**config.mk**
```make
export PLATFORM = sky130hd
export DESIGN_NAME = mem_port_arbiter_flat
export DESIGN_NICKNAME = d
export VERILOG_FILES = /design/src/rtl/mem_port_arbiter_pkg.sv /design/src/rtl/mem_port_arbiter_if.sv /design/src/rtl/mem_port_arbiter.sv /design/src/flat_wrapper.sv
export SDC_FILE = /design/constraint.sdc
export NUM_CORES = 1
export LEC_CHECK = 0
export BUFFER_PORTS_ARGS = -buffer_cell sky130_fd_sc_hd__buf_2
export CAP_MARGIN = 10
export CORE_UTILIZATION = 45
export CTS_BUF_LIST = sky130_fd_sc_hd__clkbuf_8
export CTS_CLUSTER_DIAMETER = 30
export CTS_CLUSTER_SIZE = 40
export DETAILED_ROUTE_END_ITERATION = 12
export GPL_ROUTABILITY_DRIVEN = 0
export PLACE_DENSITY = 0.73
export SYNTH_ARGS = -nofsm -noshare
export SYNTH_HDL_FRONTEND = slang
export SYNTH_SLANG_ARGS = --single-unit
```
**constraint.sdc**
```tcl
create_clock -name clk -period 13.5 [get_ports clk]
set_input_delay 0.675 -clock clk [delete_from_list [all_inputs] [get_ports clk]]
set_output_delay 0.675 -clock clk [all_outputs]
set_load 0.01 [all_outputs]
```
**src/rtl/mem_port_arbiter_pkg.sv**
```systemverilog
// Shared definitions for the memory port arbiter: bus widths, state
// encoding and the default access timeout.
package mem_port_arbiter_pkg;

  localparam int unsigned ADDR_W = 32;
  localparam int unsigned DATA_W = 32;
  localparam int unsigned BE_W   = 4;

  // Cycles to wait for port_ack before the access is abandoned.
  localparam int unsigned TIMEOUT_DEFAULT = 255;

  typedef enum logic [2:0] {
    IDLE     = 3'd0,
    IF_BUSY  = 3'd1,
    MEM_BUSY = 3'd2,
    IF_DONE  = 3'd3,
    MEM_DONE = 3'd4
  } arb_state_t;

endpackage

```
**src/rtl/mem_port_arbiter_if.sv**
```systemverilog
// Signal bundle between the pipeline (fetch + load/store stages), the
// shared memory port and the arbiter. The arbiter uses the slave view; the
// pipeline/memory environment uses the master view.
interface mem_port_arbiter_if;
  import mem_port_arbiter_pkg::*;

  // Instruction fetch side
  logic              if_req;
  logic [ADDR_W-1:0] if_addr;
  logic [DATA_W-1:0] if_rdata;
  logic              if_stall;

  // Load/store side
  logic              mem_req;
  logic              mem_we;
  logic [ADDR_W-1:0] mem_addr;
  logic [DATA_W-1:0] mem_wdata;
  logic [BE_W-1:0]   mem_byte_en;
  logic [DATA_W-1:0] mem_rdata;
  logic              mem_stall;

  // Shared memory port
  logic              port_req;
  logic              port_we;
  logic [ADDR_W-1:0] port_addr;
  logic [DATA_W-1:0] port_wdata;
  logic [BE_W-1:0]   port_byte_en;
  logic              port_ack;
  logic [DATA_W-1:0] port_rdata;

  // Timeout indication
  logic              bus_err;

  modport slave (
    input  if_req, if_addr, mem_req, mem_we, mem_addr, mem_wdata, mem_byte_en,
    input  port_ack, port_rdata,
    output if_rdata, if_stall, mem_rdata, mem_stall,
    output port_req, port_we, port_addr, port_wdata, port_byte_en, bus_err
  );

  modport master (
    output if_req, if_addr, mem_req, mem_we, mem_addr, mem_wdata, mem_byte_en,
    output port_ack, port_rdata,
    input  if_rdata, if_stall, mem_rdata, mem_stall,
    input  port_req, port_we, port_addr, port_wdata, port_byte_en, bus_err
  );

endinterface

```
**src/rtl/mem_port_arbiter.sv**
```systemverilog
// Arbitrates one shared memory port between instruction fetch and
// load/store. Load/store has fixed priority. Each access is registered on
// grant, held on the port until ack or timeout, and followed by one DONE
// cycle in which the served side's stall is released.
module mem_port_arbiter
  import mem_port_arbiter_pkg::*;
#(
  parameter int unsigned TIMEOUT = TIMEOUT_DEFAULT
) (
  input  logic              clk,
  input  logic              reset,
  mem_port_arbiter_if.slave bus
);

  arb_state_t        state_q, state_d;
  logic [31:0]       cnt_q, cnt_d, cnt_inc;
  logic              grant_if, grant_mem;
  logic              done_ack, done_tmo;
  logic              mem_stall_w;

  logic              port_we_q;
  logic [ADDR_W-1:0] port_addr_q;
  logic [DATA_W-1:0] port_wdata_q;
  logic [BE_W-1:0]   port_byte_en_q;
  logic [DATA_W-1:0] if_rdata_q, mem_rdata_q;

  assign cnt_inc = cnt_q + 32'd1;

  // Next state: arbitrate in IDLE/DONE, finish on ack or timeout while busy.
  always_comb begin
    state_d   = state_q;
    cnt_d     = cnt_q;
    grant_if  = 1'b0;
    grant_mem = 1'b0;
    done_ack  = 1'b0;
    done_tmo  = 1'b0;
    case (state_q)
      IDLE, IF_DONE, MEM_DONE: begin
        if (bus.mem_req) begin
          state_d   = MEM_BUSY;
          grant_mem = 1'b1;
          cnt_d     = '0;
        end else if (bus.if_req) begin
          state_d  = IF_BUSY;
          grant_if = 1'b1;
          cnt_d    = '0;
        end else begin
          state_d = IDLE;
        end
      end
      IF_BUSY, MEM_BUSY: begin
        cnt_d = cnt_inc;
        // An ack in the last allowed cycle still wins over the timeout.
        if (bus.port_ack) begin
          done_ack = 1'b1;
        end else if (cnt_inc == TIMEOUT) begin
          done_tmo = 1'b1;
        end
        if (bus.port_ack || (cnt_inc == TIMEOUT)) begin
          state_d = (state_q == IF_BUSY) ? IF_DONE : MEM_DONE;
        end
      end
      default: state_d = IDLE;
    endcase
  end

  // State and wait-counter registers.
  always_ff @(posedge clk or posedge reset) begin
    if (reset) begin
      state_q <= IDLE;
      cnt_q   <= '0;
    end else begin
      state_q <= state_d;
      cnt_q   <= cnt_d;
    end
  end

  // Capture the granted request; it stays untouched for the whole access.
  always_ff @(posedge clk or posedge reset) begin
    if (reset) begin
      port_we_q      <= 1'b0;
      port_addr_q    <= '0;
      port_wdata_q   <= '0;
      port_byte_en_q <= '0;
    end else if (grant_mem) begin
      port_we_q      <= bus.mem_we;
      port_addr_q    <= bus.mem_addr;
      port_wdata_q   <= bus.mem_wdata;
      port_byte_en_q <= bus.mem_byte_en;
    end else if (grant_if) begin
      port_we_q      <= 1'b0;
      port_addr_q    <= bus.if_addr;
      port_wdata_q   <= '0;
      port_byte_en_q <= '0;
    end
  end

  // Return data: ack data on completion, zero on timeout. A store that
  // completes normally leaves the last load result in place.
  always_ff @(posedge clk or posedge reset) begin
    if (reset) begin
      if_rdata_q  <= '0;
      mem_rdata_q <= '0;
    end else begin
      if (state_q == IF_BUSY) begin
        if (done_ack)      if_rdata_q <= bus.port_rdata;
        else if (done_tmo) if_rdata_q <= '0;
      end
      if (state_q == MEM_BUSY) begin
        if (done_ack && !port_we_q) mem_rdata_q <= bus.port_rdata;
        else if (done_tmo)          mem_rdata_q <= '0;
      end
    end
  end

  assign mem_stall_w      = bus.mem_req && (state_q != MEM_DONE);

  assign bus.mem_stall    = mem_stall_w;
  assign bus.if_stall     = (bus.if_req && (state_q != IF_DONE)) || mem_stall_w;
  assign bus.port_req     = (state_q == IF_BUSY) || (state_q == MEM_BUSY);
  assign bus.port_we      = port_we_q;
  assign bus.port_addr    = port_addr_q;
  assign bus.port_wdata   = port_wdata_q;
  assign bus.port_byte_en = port_byte_en_q;
  assign bus.if_rdata     = if_rdata_q;
  assign bus.mem_rdata    = mem_rdata_q;
  assign bus.bus_err      = done_tmo;

endmodule

```
**src/flat_wrapper.sv**
```systemverilog
// flat-port wrapper written by rule: the top's interface ports become plain ports
module mem_port_arbiter_flat import mem_port_arbiter_pkg::*;
#(
  parameter int unsigned TIMEOUT = TIMEOUT_DEFAULT
)
  (clk, reset, bus_if_req, bus_if_addr, bus_mem_req, bus_mem_we, bus_mem_addr, bus_mem_wdata, bus_mem_byte_en, bus_port_ack, bus_port_rdata, bus_if_rdata, bus_if_stall, bus_mem_rdata, bus_mem_stall, bus_port_req, bus_port_we, bus_port_addr, bus_port_wdata, bus_port_byte_en, bus_bus_err);
  mem_port_arbiter_if bus_i ();
  input  logic clk;
  input  logic reset;
  input wire logic [$bits(bus_i.if_req)-1:0] bus_if_req;
  input wire logic [$bits(bus_i.if_addr)-1:0] bus_if_addr;
  input wire logic [$bits(bus_i.mem_req)-1:0] bus_mem_req;
  input wire logic [$bits(bus_i.mem_we)-1:0] bus_mem_we;
  input wire logic [$bits(bus_i.mem_addr)-1:0] bus_mem_addr;
  input wire logic [$bits(bus_i.mem_wdata)-1:0] bus_mem_wdata;
  input wire logic [$bits(bus_i.mem_byte_en)-1:0] bus_mem_byte_en;
  input wire logic [$bits(bus_i.port_ack)-1:0] bus_port_ack;
  input wire logic [$bits(bus_i.port_rdata)-1:0] bus_port_rdata;
  output wire logic [$bits(bus_i.if_rdata)-1:0] bus_if_rdata;
  output wire logic [$bits(bus_i.if_stall)-1:0] bus_if_stall;
  output wire logic [$bits(bus_i.mem_rdata)-1:0] bus_mem_rdata;
  output wire logic [$bits(bus_i.mem_stall)-1:0] bus_mem_stall;
  output wire logic [$bits(bus_i.port_req)-1:0] bus_port_req;
  output wire logic [$bits(bus_i.port_we)-1:0] bus_port_we;
  output wire logic [$bits(bus_i.port_addr)-1:0] bus_port_addr;
  output wire logic [$bits(bus_i.port_wdata)-1:0] bus_port_wdata;
  output wire logic [$bits(bus_i.port_byte_en)-1:0] bus_port_byte_en;
  output wire logic [$bits(bus_i.bus_err)-1:0] bus_bus_err;
  assign bus_i.if_req = bus_if_req;
  assign bus_i.if_addr = bus_if_addr;
  assign bus_i.mem_req = bus_mem_req;
  assign bus_i.mem_we = bus_mem_we;
  assign bus_i.mem_addr = bus_mem_addr;
  assign bus_i.mem_wdata = bus_mem_wdata;
  assign bus_i.mem_byte_en = bus_mem_byte_en;
  assign bus_i.port_ack = bus_port_ack;
  assign bus_i.port_rdata = bus_port_rdata;
  assign bus_if_rdata = bus_i.if_rdata;
  assign bus_if_stall = bus_i.if_stall;
  assign bus_mem_rdata = bus_i.mem_rdata;
  assign bus_mem_stall = bus_i.mem_stall;
  assign bus_port_req = bus_i.port_req;
  assign bus_port_we = bus_i.port_we;
  assign bus_port_addr = bus_i.port_addr;
  assign bus_port_wdata = bus_i.port_wdata;
  assign bus_port_byte_en = bus_i.port_byte_en;
  assign bus_bus_err = bus_i.bus_err;
  mem_port_arbiter #(.TIMEOUT(TIMEOUT)) u_core (.clk(clk), .reset(reset), .bus(bus_i));
endmodule
```
# Word-level counts from Yosys, hierarchy flattened
# Index checks and enable logic that the tools add are counted.
dict set report word_totals {
  latch_bits 0
  ff_bits 168
  mem_bits_ro 0
  ram_bits 0
  n_memories 0
  input_bits 138
  out_inout_bits 137
}
dict set report op_classes {
  multipliers 0
  muxes 29
  eq_ne 9
  n_div 0
  reduce_logical 17
  bitwise_logic 0
  shift 0
  n_lt_le_gt_ge 0
  n_addsub 1
}
# op count
set op_table {}
lappend op_table {{2-to-1 mux 32 bit} 9}
lappend op_table {{case mux 32 bit (2 select lines)} 1}
lappend op_table {{adder 32 x 1 -> 32 bit, second input constant} 1}
lappend op_table {{== test 32 x 8 -> 1 bit, second input constant} 1}
lappend op_table {{2-to-1 mux 1 bit} 13}
lappend op_table {{2-to-1 mux 3 bit} 3}
lappend op_table {{2-to-1 mux 4 bit} 2}
lappend op_table {{nonzero test 2 bit} 4}
lappend op_table {{== test 3 x 2 -> 1 bit, second input constant} 2}
lappend op_table {{!= test 3 bit, second input constant} 2}
lappend op_table {{case mux 3 bit (2 select lines)} 1}
lappend op_table {{AND reduction 2 bit} 3}
lappend op_table {{== test 3 x 1 -> 1 bit, second input constant} 1}
lappend op_table {{== test 3 bit, second input constant} 1}
lappend op_table {{logical AND 1 bit} 3}
lappend op_table {{zero test 3 bit} 1}
lappend op_table {{logical OR 1 bit} 3}
lappend op_table {{!= test 3 x 2 -> 1 bit, second input constant} 1}
lappend op_table {{OR reduction 3 bit} 1}
lappend op_table {{!= test 2 x 1 -> 1 bit, second input constant} 1}
lappend op_table {{OR reduction 2 bit} 1}
lappend op_table {{zero test 1 bit} 1}

# Depth between registers and ports, before layout
# Gate-level depths: netlist (run 1).
dict set report logic_depth {
  word_depth 7
  ltp_mapped 11
  depth_no_buf 9
}

# Least setup slack after synthesis (run 1)
# Ideal clock, no wire load.
dict set report synth_path {
  kind {reg2out}
  from {reg u_core.cnt_q[12]}
  to {out bus_bus_err}
  slack_ns 10.304
  n_path_buf 1
  stages_incl_launch_ff 9
  arrival_ns 2.521
  path_cell_list {dfrtp_1 -> buf_2 -> nand4_1 -> nor4_2 -> xnor2_1 -> nor4bb_1 -> o21ai_0 -> or4_1 -> nor3_1}
}
dict set report synth_via {
  elab_chain_cells 5
}
# element line_no
set synth_rtl {}
lappend synth_rtl {{from (decl)} mem_port_arbiter.sv:16} ;# logic [31:0] cnt_q, cnt_d, cnt_inc;
lappend synth_rtl {{from (signal assigned)} mem_port_arbiter.sv:74} ;# cnt_q <= cnt_d;
lappend synth_rtl {{adder 32 x 1 -> 32 bit} mem_port_arbiter.sv:27} ;# assign cnt_inc = cnt_q + 32'd1;
lappend synth_rtl {{== test 32 x 8 -> 1 bit} mem_port_arbiter.sv:56} ;# end else if (cnt_inc == TIMEOUT) begin
lappend synth_rtl {{2-to-1 mux 1 bit} mem_port_arbiter.sv:56}
lappend synth_rtl {{2-to-1 mux 1 bit} mem_port_arbiter.sv:54} ;# if (bus.port_ack) begin
lappend synth_rtl {{2-to-1 mux 1 bit} mem_port_arbiter.sv:37} ;# case (state_q)
lappend synth_rtl {{to (decl)} flat_wrapper.sv:28} ;# output wire logic [$bits(bus_i.bus_err)-1:0] bus_bus_err;
# Every way passes these cells.

# Final worst setup path (run 1)
dict set report layout_path {
  from {reg u_core.cnt_q[11]}
  to {out bus_bus_err}
}
# Same word-level chain as after synthesis.

==> flow_summary.yaml, run 1 <==
power:
  power.switching_w: 0.000895
  comb_power_share: 0.441
  p_clk_frac: 0.171
  power_density_nw_per_um2: 224
  peakVddDrop_v: 0.000105
  switching_share: 0.409
  pwr-share-seq: 0.389
  internal-power_w: 0.00130
  leakage_nw: 4.86
  total_power_w: 0.00219
logic_synthesis:
  synth_edf_count: 0
  yosysTopAreaCell: "dfrtp_1"
  synthTopCellsByArea: "dfrtp_1 53%, a22o_1 7.8%, o21ai_0 4.5%, nand2_1 4.4%, mux2i_1 4.3%"
  synth_seq_area_share: 0.533
  syn_area_um2: 7890
  synthFlopType: "dfrtp_1"
  yosysUniqueCellTypes: 56
  synth_top_area_frac: 0.533
  yosys_warnings: 0
  ys_ff_latch: 168
  synth_nets: 914
  avgSynthCellArea_um2: 10.2
  ys_async_sr_fraction: 1.00
  syn_inst: 774
clock_network:
  h-tree-depth: 4
  holdBufCountCts: 0
  cts_sinks: 168
  post-cts-setup-buffers: 0
  cts_tree: "yes"
  cts_resized: 0
  root_buffer: "clkbuf_8"
  clock_latency_ns: 0.46
  cts_inserted_buffers: 17
  cts_buffer_depth: 2
  path_clk_slew_ns: 0.10
timing:
  relSlewSlack: 0.257
  tns_ns: 0
  setup-violations-final: 0
  setup_ws_ns: 9.26
  hold_viol_final: 0
  min_period_ns: 4.24
  rsz0062_at_grt: "no"
  drv_slew: 0
  max_clock_freq_ghz: 0.236
  layout_worst_path_cycle_share: 0.314
  finalClockSkew_ns: 0.0161
  worst_pin_slew_ns: 1.11
layout:
  fin_nets: 1148
  final_cells: 1248
  fin_util: 0.567
  area_delta_synth_final_pct: 23.8
  drive_above_1_share: 0.327
worst_setup_path:
  timing_worst_setup_path_type: "flip-flop to output pin"
  cp.required_ns: 12.82
  reg2reg_from: "u_core.cnt_q[0]"
  arrival_ns: 3.57
  setup.worst_path.start: "u_core.cnt_q[11]"
  end_kind: "output pin"
  start_kind: "flip-flop"
  crit_fanout: 12
  critPathCapture: "bus_bus_err"
  reg2reg_slack_ns: 9.48
  reg2reg_depth: 8
  r2r_end: "u_core.bus.mem_rdata[25]"
global_route:
  grt_pass1_wl_mm: 33.8
  grt_usage: 0.240
  grt-ovfl-total: 0
  first_global_vias: 6378
  grt_max_degree: 103
  antenna_found_initial: 3
detailed_routing:
  viasPerCell: 5.59
  drt.antenna.violating_nets: 0
  initialDrtViolationCount: 484
  drc_errors: 0
  routedWlPerCell_um: 17.5
  dr.pass1.iters: 5
  totalWireLength_mm: 21.8
  vias: 6973
floorplan:
  core_um2: 17200
  dieArea_um2: 18100
  die_y_um: 134
  die_w_um: 134
  initial_core_util: 0.458
  num_io_pins: 275
  fp-row-count: 48
job:
  cap_violations: 0
placement:
  dpl_worst_slack_ns: 9.50
  hpwl_mm: 14.9
  io_buffers: 274
  dp_cells: 1214
worst_hold_path:
  hp-class: "input port to async pin"
run_status:
  status: "completed"
-- power groups by stage --
stage                     Sequential, W  Combinational (W)  Clock, W
after global placement         0.000847           0.000956         0
after detailed placement       0.000856           0.000972         0
final                          0.000851           0.000965  0.000375
after floorplan                0.000926           0.000534         0
after global routing           0.000878            0.00107  0.000404
after CTS                      0.000848           0.000975  0.000381
-- per-layer routing --
layer,vias to the layer above,GRT usage,wire length (µm),share of wire
li1,3313,-,-,-
met1,3360,0.306,9190,0.42
met2,268,0.403,10800,0.50
met3,32,0.0506,1290,0.059
met4,0,0.0830,531,0.024
met5,-,0,0,0
-- cell type report --
type | count | area (µm²)
sequential | 168 | 4200
fill | 1555 | 7470
inverter | 9 | 38.8
clock buffer | 18 | 248
timing repair buffer | 284 | 1450
tap | 225 | 282
antenna | 3 | 7.51
clock inverter | 13 | 160
multi-input combinational | 528 | 3380
-- flip-flops by register name, indices dropped and copies added, names as in the netlist --
register                 count
u_core.bus.port_byte_en      4
u_core.bus.port_we           1
u_core.bus.port_addr        32
u_core.bus.port_wdata       32
u_core.bus.if_rdata         32
u_core.cnt_q                32
u_core.state_q               3
u_core.bus.mem_rdata        32
-- metrics by stage --
step	hold WS (ns)	cell area, µm²
3_5_place_dp	0.479	9350
5_1_grt	0.374	9770
6_report	0.340	9770
4_1_cts	0.376	9760
3_3_place_gp	0.477	9350
2_1_floorplan	0.479	7890
-- worst min path at each step --
stage                                    from                         to  slack (ns)  depth (start not counted)
CTS                                     reset    u_core.bus.if_rdata[14]        0.38                          2
finish                                  reset    u_core.bus.if_rdata[14]        0.34                          2
floorplan                    u_core.cnt_q[31]           u_core.cnt_q[31]        0.48                          1
global route                            reset    u_core.bus.if_rdata[12]        0.37                          2
detailed placement  u_core.bus.port_wdata[30]  u_core.bus.port_wdata[30]        0.48                          1
global placement     u_core.bus.port_wdata[0]   u_core.bus.port_wdata[0]        0.48                          1
-- Yosys cell counts (12+ instances only) --
cell type,count
dfrtp_1,168
nand2_1,92
o21ai_0,71
a22o_1,70
clkbuf_1,48
mux2i_1,34
a22oi_1,32
o21ai_1,30
nor2_1,27
nand3_1,23
o31ai_1,16
nand4_1,15
a31oi_1,12
nor3_1,12
-- logic make-up after synthesis --
family                   synth area share
AO/OA/AOI/OAI                       0.222
XOR/XNOR                           0.0178
adder cells (fa/ha/maj)           0.00317
buffers and inverters              0.0411
flip-flops                          0.533
multiplexers                       0.0431
AND/OR/NAND/NOR                     0.140
-- layout by cell type (no fill, tap or decap), types with 3 or more instances in the layout --
| cell type | count |
|---|---|
| diode_2 | 3 |
| inv_1 | 8 |
| mux2i_1 | 34 |
| o31ai_1 | 16 |
| clkbuf_8 | 18 |
| a21oi_1 | 11 |
| and4_1 | 4 |
| nand3_1 | 23 |
| xnor2_1 | 10 |
| nor2_1 | 25 |
| inv_6 | 4 |
| and3_1 | 4 |
| a22oi_1 | 32 |
| o21ai_1 | 30 |
| a22o_1 | 70 |
| a31oi_1 | 12 |
| nand2_1 | 92 |
| o21ai_0 | 71 |
| nand4_1 | 15 |
| xor2_1 | 6 |
| and2_1 | 7 |
| buf_2 | 274 |
| dfrtp_1 | 168 |
| nor3_1 | 12 |
| buf_4 | 10 |
| inv_8 | 4 |
| nand2b_1 | 4 |
| nor4_1 | 5 |
-- critical path, cell delays in order (launching register included) --
cell	delay [ns]
dfrtp_1	0.58
nand4_1	0.34
nor4_2	0.66
nand3_1	0.23
o21ai_0	0.31
nand3_1	0.13
or4_1	0.47
nor3_1	0.21
buf_2	0.19
Note: power is estimated with default switching activity, not from simulation.
==> inputs of run 2 (changes only) <==
--- a/config.mk
+++ b/config.mk
@@ -13,7 +13,7 @@
 export CTS_CLUSTER_SIZE = 40
 export DETAILED_ROUTE_END_ITERATION = 12
 export GPL_ROUTABILITY_DRIVEN = 0
-export PLACE_DENSITY = 0.73
+export PLACE_DENSITY = 0.76
 export SYNTH_ARGS = -nofsm -noshare
 export SYNTH_HDL_FRONTEND = slang
 export SYNTH_SLANG_ARGS = --single-unit
==> constraint.sdc (replaced) <==
create_clock -name clk -period 3.5 [get_ports clk]
set_input_delay 0.175 -clock clk [delete_from_list [all_inputs] [get_ports clk]]
set_output_delay 0.175 -clock clk [all_outputs]
set_load 0.01 [all_outputs]
==> run 2 against run 1 <==
Compared with the run above: first-iteration DRC count is 42% higher; clock power grew to 3.7 times the previous value; hold slack worse by 0.31 ns; die area stayed put; cell count is 11% higher; non-clock buffer count is 137 higher; cell area is 15% higher; sequential cell count stayed put; critical endpoint unchanged.
==> flow_summary.yaml, run 2 (synthesis gave the netlist of run 1 again) <==
layout:
  design_area_um2: 11200
  fillers: 1338
  final_cell_mix: "274 x buf_2, 157 x dfrtp_1, 121 x dlygate4sd3_1"
  diodes: 0
  area_delta_synth_final_pct: 42.1
  drive_above_1_share: 0.318
  fin_nets: 1285
  final_common_cell: "buf_2"
  seqCellArea_um2: 4220
  multiInputGateArea_um2: 3470
worst_setup_path:
  cp.required_ns: 3.32
  timing_worst_setup_path_type: "flip-flop to output pin"
  crit_fanout: 9
  end_kind: "output pin"
  start_kind: "flip-flop"
  arrival_ns: 3.25
global_route:
  grt_pass1_wl_mm: 38.0
  antenna_found_initial: 0
  first_global_vias: 7431
  grt_max_degree: 109
  grt-ovfl-total: 0
  grt_usage: 0.268
detailed_routing:
  viasPerCell: 5.62
  routedWlPerCell_um: 17.7
  totalWireLength_mm: 24.5
  drc_errors: 0
  dr.pass1.iters: 5
  drt.antenna.violating_nets: 0
  vias: 7777
  initialDrtViolationCount: 685
floorplan:
  die_y_um: 134
  num_io_pins: 275
  core_um2: 17200
  dieArea_um2: 18100
  initial_core_util: 0.458
  fp-row-count: 48
  die_w_um: 134
timing:
  drv_slew: 0
  layout_worst_path_cycle_share: 0.980
  setup-violations-final: 0
  relSlewSlack: 0.362
  max_clock_freq_ghz: 0.292
  tns_ns: 0
  hold_viol_final: 0
  finalClockSkew_ns: 0.0152
  min_period_ns: 3.43
  worst_pin_slew_ns: 0.956
placement:
  hpwl_mm: 15.0
  detailed_place.area_um2: 9410
  io_buffers: 274
clock_network:
  path_clk_slew_ns: 0.10
  cts_buffer_depth: 2
  root_buffer: "clkbuf_8"
  cts_inserted_buffers: 17
  cts_sinks: 168
  h-tree-depth: 4
  clock_latency_ns: 0.47
  cts_tree: "yes"
worst_hold_path:
  hp-class: "input port to flip-flop"
power:
  peakVddDrop_v: 0.000386
  leakage_nw: 5.49
  power_density_nw_per_um2: 787
run_status:
  status: "completed"
job:
  cap_violations: 0
==> run 2: cell count changes in the layout (fill, tap and decap cells not counted), moves of 11 or more <==
| cell | delta |
|---|---|
| dlygate4sd3_1 | +121 |
| buf_4 | +13 |
| dfrtp_1 | -11 |
| dfrtp_2 | +11 |
==> run 2: critical path: stages (launching register included) <==
cell      delay [ns]
dfrtp_2         0.45
ha_4            0.20
nand3_1         0.21
nor4_4          0.36
nand3_1         0.16
nor4bb_2        0.38
o21ai_0         0.12
or4_1           0.56
nor3_1          0.18
buf_2           0.16
==> run 2: what timing repair did <==
item	CTS	global route
endpoints found under the hold margin	301	0
setup buffers	3	7
endpoints found under the setup margin	1	1
cloned	0	1
hold buffers	121	0
gates resized for setup	4	19
pin swaps	1	1
==> run 2: area by class of cell <==
class,count,area share
inverter,9,0.00335
sequential,168,0.376
tap,225,0.0251
multi-input combinational,528,0.309
clock buffer,18,0.0221
timing repair buffer,421,0.250
clock inverter,14,0.0138
==> run 2: power breakdown <==
group	internal [W]	switching, W
registers	0.00274	0.000567
logic	0.00186	0.00229
clock network	0.000557	0.000818
total	0.00515	0.00367
==> run 2: layer usage <==
metal  global-route usage  vias up  part of all wire
met2                0.453      365              0.50
met1                0.332     3751              0.40
li1                     -     3590                 -
met3               0.0571       71             0.065
met5                    0        -                 0
met4                0.116        0             0.034
==> run 2: final timing paths <==
check                                       endpoint  slack, ns                      start  cells past startpoint
hold / removal              u_core.bus.port_addr[15]       0.03            bus_if_addr[15]                      3
hold reg to reg            u_core.bus.port_wdata[17]       0.50  u_core.bus.port_wdata[17]                      1
setup reg to reg             u_core.bus.if_rdata[21]       0.42            u_core.cnt_q[0]                      9
max in group asynchronous    u_core.bus.if_rdata[26]       2.48                      reset                      4
min in group asynchronous   u_core.bus.port_addr[26]       0.43                      reset                      4
setup / recovery                         bus_bus_err       0.07            u_core.cnt_q[0]                      9
==> run 2: through the flow <==
stage	instances	hold slack, ns	utilization	worst slack, ns	power, W
after floorplan	774	0.292	-	0.644	0.00563
after global placement	1219	0.376	0.546	0.300	0.00695
after detailed placement	1219	0.385	0.546	0.257	0.00708
after CTS	1375	0.00235	0.642	0.00413	0.00878
after global routing	1383	0.0105	0.651	-0.0646	0.00943
final	1383	0.0274	0.651	0.0710	0.00883
